File: config.mk
export PLATFORM = sky130hd
export DESIGN_NAME = vga_fb_scanout
export DESIGN_NICKNAME = d
export VERILOG_FILES = /design/src/rtl/vga_fb_scanout.sv
export SDC_FILE = /design/constraint.sdc
export NUM_CORES = 1
export LEC_CHECK = 0
export ABC_CLOCK_PERIOD_IN_PS = 1840
export BUFFER_PORTS_ARGS = -buffer_cell sky130_fd_sc_hd__buf_2
export CAP_MARGIN = 30
export CORE_MARGIN = 4
export CORE_UTILIZATION = 50
export CTS_CLUSTER_SIZE = 8
export DETAILED_ROUTE_END_ITERATION = 10
export PLACE_DENSITY_LB_ADDON = 0.12
export SYNTH_ARGS = -nofsm -noshare
export SYNTH_HDL_FRONTEND = slang
export SYNTH_SLANG_ARGS = --single-unit
File: constraint.sdc
create_clock -name clk -period 1.84 [get_ports clk]
set_input_delay 0.184 -clock clk [delete_from_list [all_inputs] [get_ports clk]]
set_output_delay 0.184 -clock clk [all_outputs]
set_load 0.03 [all_outputs]
File: src/rtl/vga_fb_scanout.sv
// VGA scan-out: raster counters, framebuffer read requests and an output
// pipeline matched to the RAM read latency so sync, de and colour stay aligned.
module vga_fb_scanout #(
  parameter int          H_VIS        = 640,
  parameter int          H_FP         = 16,
  parameter int          H_SYNC       = 96,
  parameter int          H_BP         = 48,
  parameter int          V_VIS        = 480,
  parameter int          V_FP         = 10,
  parameter int          V_SYNC       = 2,
  parameter int          V_BP         = 33,
  parameter int          IMG_W        = 128,
  parameter int          IMG_H        = 128,
  parameter int          SCALE_SH     = 1,
  parameter int          X_OFF        = 192,
  parameter int          Y_OFF        = 112,
  parameter int          RD_LAT       = 1,
  parameter logic [11:0] BORDER_COLOR = 12'h000,
  parameter bit          SYNC_POL     = 1'b0
) (
  input  logic        clk,
  input  logic        rst_n,
  input  logic        pix_en,
  output logic        rd_en,
  output logic [7:0]  rd_x,
  output logic [7:0]  rd_y,
  input  logic [11:0] rd_data,
  output logic        hsync,
  output logic        vsync,
  output logic        de,
  output logic [11:0] rgb,
  output logic        frame_start,
  output logic        line_start
);

  localparam logic [11:0] H_LAST  = 12'(H_VIS + H_FP + H_SYNC + H_BP - 1);
  localparam logic [11:0] V_LAST  = 12'(V_VIS + V_FP + V_SYNC + V_BP - 1);
  localparam logic [11:0] H_VIS_C = 12'(H_VIS);
  localparam logic [11:0] V_VIS_C = 12'(V_VIS);
  localparam logic [11:0] HS_BEG  = 12'(H_VIS + H_FP);
  localparam logic [11:0] HS_END  = 12'(H_VIS + H_FP + H_SYNC);
  localparam logic [11:0] VS_BEG  = 12'(V_VIS + V_FP);
  localparam logic [11:0] VS_END  = 12'(V_VIS + V_FP + V_SYNC);
  localparam logic [11:0] X_BEG   = 12'(X_OFF);
  localparam logic [11:0] X_END   = 12'(X_OFF + (IMG_W << SCALE_SH));
  localparam logic [11:0] Y_BEG   = 12'(Y_OFF);
  localparam logic [11:0] Y_END   = 12'(Y_OFF + (IMG_H << SCALE_SH));

  logic [11:0] h, v;
  logic        h_last, v_last;
  logic        vis, win, hs_act, vs_act;
  logic [11:0] dx, dy;

  // Flags for the pixel being fetched; stage RD_LAT-1 lines up with rd_data.
  logic [RD_LAT-1:0] vis_p, win_p, hs_p, vs_p;

  always_comb begin
    h_last = (h == H_LAST);
    v_last = (v == V_LAST);
    vis    = (h < H_VIS_C) && (v < V_VIS_C);
    hs_act = (h >= HS_BEG) && (h < HS_END);
    vs_act = (v >= VS_BEG) && (v < VS_END);
    win    = vis && (h >= X_BEG) && (h < X_END) && (v >= Y_BEG) && (v < Y_END);
    dx     = h - X_BEG;
    dy     = v - Y_BEG;
  end

  // Read port is fire-and-forget: a request registered on one pix_en edge has
  // its data on rd_data at the pix_en edge RD_LAT ticks later; there is no stall.
  always_ff @(posedge clk) begin
    if (!rst_n) begin
      h           <= '0;
      v           <= '0;
      rd_en       <= 1'b0;
      rd_x        <= '0;
      rd_y        <= '0;
      vis_p       <= '0;
      win_p       <= '0;
      hs_p        <= '0;
      vs_p        <= '0;
      hsync       <= ~SYNC_POL;
      vsync       <= ~SYNC_POL;
      de          <= 1'b0;
      rgb         <= '0;
      line_start  <= 1'b0;
      frame_start <= 1'b0;
    end else begin
      line_start  <= 1'b0;
      frame_start <= 1'b0;
      if (pix_en) begin
        h <= h_last ? '0 : h + 12'd1;
        if (h_last) v <= v_last ? '0 : v + 12'd1;
        line_start  <= h_last;
        frame_start <= h_last && v_last;

        rd_en <= win;
        if (win) begin
          rd_x <= 8'(dx >> SCALE_SH);
          rd_y <= 8'(dy >> SCALE_SH);
        end

        vis_p[0] <= vis;
        win_p[0] <= win;
        hs_p[0]  <= hs_act;
        vs_p[0]  <= vs_act;
        for (int i = 1; i < RD_LAT; i++) begin
          vis_p[i] <= vis_p[i-1];
          win_p[i] <= win_p[i-1];
          hs_p[i]  <= hs_p[i-1];
          vs_p[i]  <= vs_p[i-1];
        end

        hsync <= hs_p[RD_LAT-1] ? SYNC_POL : ~SYNC_POL;
        vsync <= vs_p[RD_LAT-1] ? SYNC_POL : ~SYNC_POL;
        de    <= vis_p[RD_LAT-1];
        if (win_p[RD_LAT-1])      rgb <= rd_data;
        else if (vis_p[RD_LAT-1]) rgb <= BORDER_COLOR;
        else                      rgb <= '0;
      end
    end
  end

endmodule
==> run_results.csv <==
group,metric,value,unit
run,maxCapViolations,0,
clock_network,numCtsBuffers,9,
critical_path,ff2ff_path_depth,6,
yosys,ys_seq_area_share,43.59,%
yosys,yosysTopAreaCell,"dfxtp_1",
place,gp_congestion,0.8550,
detailed_routing,dr.pass1.iters,4,
critical_path,r2r_setup_slack,-20,ps
critical_path,startpoint_type,"flip-flop",
clock_network,ctsHoldBuffers,0,
outcome,violations,"negative setup slack",
die,start_util,53.16,%
yosys,synth_seq_cells,61,
detailed_routing,wl_met2,3.061,mm
critical_path,cp_slowest_cell,"or4_1",
place,place_hpwl,4.991,mm
critical_path,end_kind,"flip-flop",
cells_and_area,final_nets,442,
timing,period_minus_slack,1856,ps
critical_path,worstPathCellList,"inv_2 -> ha_1 -> nand4b_1 -> or3_4 -> or4_1 -> a21oi_1",
cells_and_area,n_antenna_cell,0,
pwr,vdd_drop_max,517.0,uV
clock_network,htreeDepth,3,
yosys,synthArstFlopShare,0,%
place,portBuffers,48,
timing,worst_pin_slew,417.3,ps
detailed_routing,viasPerCell,5.187,
global_routing,overflow,0,
cells_and_area,final_common_cell,"dfxtp_1",
timing,fin_ws,-16.30,ps
clock_network,clk_latency,350,ps
pwr,power_density,802.9,mW/mm^2
yosys,synthCells,329,
timing,clock.fmax,538.7,MHz
cells_and_area,layoutNonFillerInstCount,491,
detailed_routing,wl_per_cell,13.95,um
detailed_routing,drc,0,
critical_path,r2r-start,"h[6]$_SDFFE_PN0P_",
die,ioPinCount,49,
min_path,hp-start,"rd_data[0]",
place,placed_area,0.003442,mm^2
timing,fin_skew,8.012,ps
min_path,min_path_type,"input pin to flip-flop",
timing,setup_viol,3,
global_routing,grt_antenna_before_repair,0,
clock_network,cts_setup_buffers,0,
critical_path,critPathMaxFanout,3,
critical_path,arrival,2140,ps
die,std_cell_rows,26,
cells_and_area,fin_util,72.25,%
clock_network,ctsLongestPathBuffers,2,
die,die_h,82.85,um
critical_path,rr_endpoint,"v[9]$_SDFFE_PN0P_",
cells_and_area,area_delta_synth_final,35.91,%
pwr,power,0.003057,W
min_path,worstHoldPathCells,3,
clock_network,tritoncts,"built",
detailed_routing,wirelength,6.850,mm
timing,slew_headroom,71.79,%
global_routing,grt_pass1_vias,2423,
cells_and_area,final_cell_mix,"dfxtp_1 (54), nand2_1 (51), buf_2 (48)",
critical_path,critPathRequiredTime,2120,ps
yosys,synth_warnings,0,
timing,holdWs,56.09,ps
min_path,holdPathEnd,"rgb[0]$_SDFFE_PN0P_",
critical_path,max_stage_delay,520,ps
clock_network,clk_pin_slew,80,ps
detailed_routing,vias,2547,
detailed_routing,dr_wl_met3,440,um
pwr,p_leak,1.580,nW
die,design.core.area,0.005270,mm^2
clock_network,clockRootBuffer,"clkbuf_8",
yosys,synth_edf_count,0,
detailed_routing,drt_iter0_markers,183,
critical_path,criticalPathCategory,"flip-flop to flip-flop",
timing,finalCritPeriodShare,100.9,%
global_routing,grt_max_degree,20,
detailed_routing,ant_nets,0,
cells_and_area,drive_above_1_share,33.73,%
timing,hold_viol,0,
place,post-place-cells,475,
die,die_w,82.85,um
detailed_routing,m1WireLength,3.235,mm
timing,slew_viol_final,0,
yosys,netlist_area,0.002801,mm^2
cells_and_area,fin_area,0.003807,mm^2
yosys,synth_ff_type,"dfxtp_1",
die,die-area,0.006864,mm^2
yosys,synth_top_area_share,43.59,%
global_routing,grt_use_total,20.25,%
detailed_routing,maxUsedRoutingLayer,"met4",
yosys,synthTopCellsByArea,"dfxtp_1 (44%), nand2_1 (6.8%), mux2i_1 (6.4%), a21oi_1 (5.0%), ha_1 (4.9%)",
yosys,netlist-cell-type-count,41,
global_routing,grt_pass1_wl,11.39,mm
outcome,status,"finished with violations",
clock_network,clock-sinks,61,
yosys,syn_nets,355,
timing,rsz0062_at_grt,"yes",
yosys,synth.avg_cell_area,8.515,um^2
[per-layer routing]
layer | up-vias | GRT usage (%)
met1 | 1159 | 27.83
met5 | - | 0
met2 | 76 | 30.17
met4 | 0 | 6.389
li1 | 1301 | -
met3 | 11 | 6.535
[worst max-delay path: cells and delay by family (launching register included)]
kind                       cells  cell delay (ps)
and+or+nand+nor                3             1160
DFF                            1              320
adders and majority gates      1              130
AOI/OAI and AO/OA              1              130
buffers and inverters          1               50
[area by class of cell]
type | instances | area [um^2]
clock buffer | 9 | 123.9
clock inverter | 7 | 146.4
fill | 427 | 1463
inverter | 12 | 45.04
multi-input combinational | 237 | 1549
sequential | 61 | 1230
tap | 70 | 87.58
timing repair buffer | 95 | 625.6
[cell families (layout without fill, tap and decap cells)]
logic type / Yosys count / in the layout / synth area share [%]
and+or+nand+nor: 149 / 149 / 26.62
DFF: 61 / 61 / 43.59
muxes: 18 / 18 / 6.431
buffers and inverters: 31 / 123 / 4.422
AOI/OAI and AO/OA: 43 / 43 / 9.022
adders and majority gates: 11 / 11 / 4.913
xor gates and xnor gates: 16 / 16 / 5.002
[state kept, by name (all words and copies together) (netlist names)]
register     cells
de               1
frame_start      1
h               12
hs_p             1
hsync            1
line_start       1
rd_x             8
rd_y             8
rgb             12
v               12
vis_p            1
vs_p             1
vsync            1
win_p            1
[cell usage after synthesis, types with 2 or more instances]
| master | instances |
|---|---|
| nand2b_1 | 4 |
| nand4_1 | 7 |
| nor3_1 | 6 |
| a21oi_1 | 28 |
| nand2_1 | 51 |
| ha_1 | 11 |
| clkbuf_1 | 13 |
| o2111ai_1 | 2 |
| o21ai_0 | 4 |
| nor2_1 | 32 |
| or3_1 | 3 |
| xnor2_1 | 12 |
| and2_1 | 2 |
| xor2_1 | 4 |
| buf_1 | 2 |
| nor4_1 | 7 |
| nand3_1 | 8 |
| mux2i_1 | 18 |
| dfxtp_1 | 61 |
| nor2b_1 | 12 |
| nand4b_1 | 2 |
| inv_1 | 11 |
| o31ai_1 | 3 |
| or4_1 | 6 |
| or4b_1 | 2 |
| buf_2 | 3 |
[stage by stage]
stage	worst slack, ps	setup TNS (ps)
global route	-88.78	-441.9
finish	-16.30	-35.28
detailed placement	-134.9	-1640
CTS	-7.620	-7.620
floorplan	4.022	0
global placement	-3.909	-25.57
[power by group]
part	switching [W]	leakage, nW	internal (W)	total [W]
Clock	0.000563	0.134	0.00105	0.00161
Combinational	0.0000666	0.951	0.0000509	0.000117
Sequential	0.00000397	0.495	0.00133	0.00133
Total	0.000633	1.58	0.00242	0.00306
[repair_timing]
action                     CTS  global route
pin swaps                    4             6
setup endpoints to repair   19            23
hold endpoints to repair     0             0
gates resized for setup      3            19
[worst max path at each step]
stage	end	from
2_1_floorplan	v[11]$_SDFFE_PN0P_	h[9]$_SDFFE_PN0P_
3_3_place_gp	rd_y[0]$_SDFFE_PN0P_	v[11]$_SDFFE_PN0P_
3_5_place_dp	rd_x[5]$_SDFFE_PN0P_	v[11]$_SDFFE_PN0P_
4_1_cts	v[10]$_SDFFE_PN0P_	h[10]$_SDFFE_PN0P_
5_1_grt	v[10]$_SDFFE_PN0P_	h[6]$_SDFFE_PN0P_
6_report	v[9]$_SDFFE_PN0P_	h[6]$_SDFFE_PN0P_
Power figures use the tool's default switching activity.
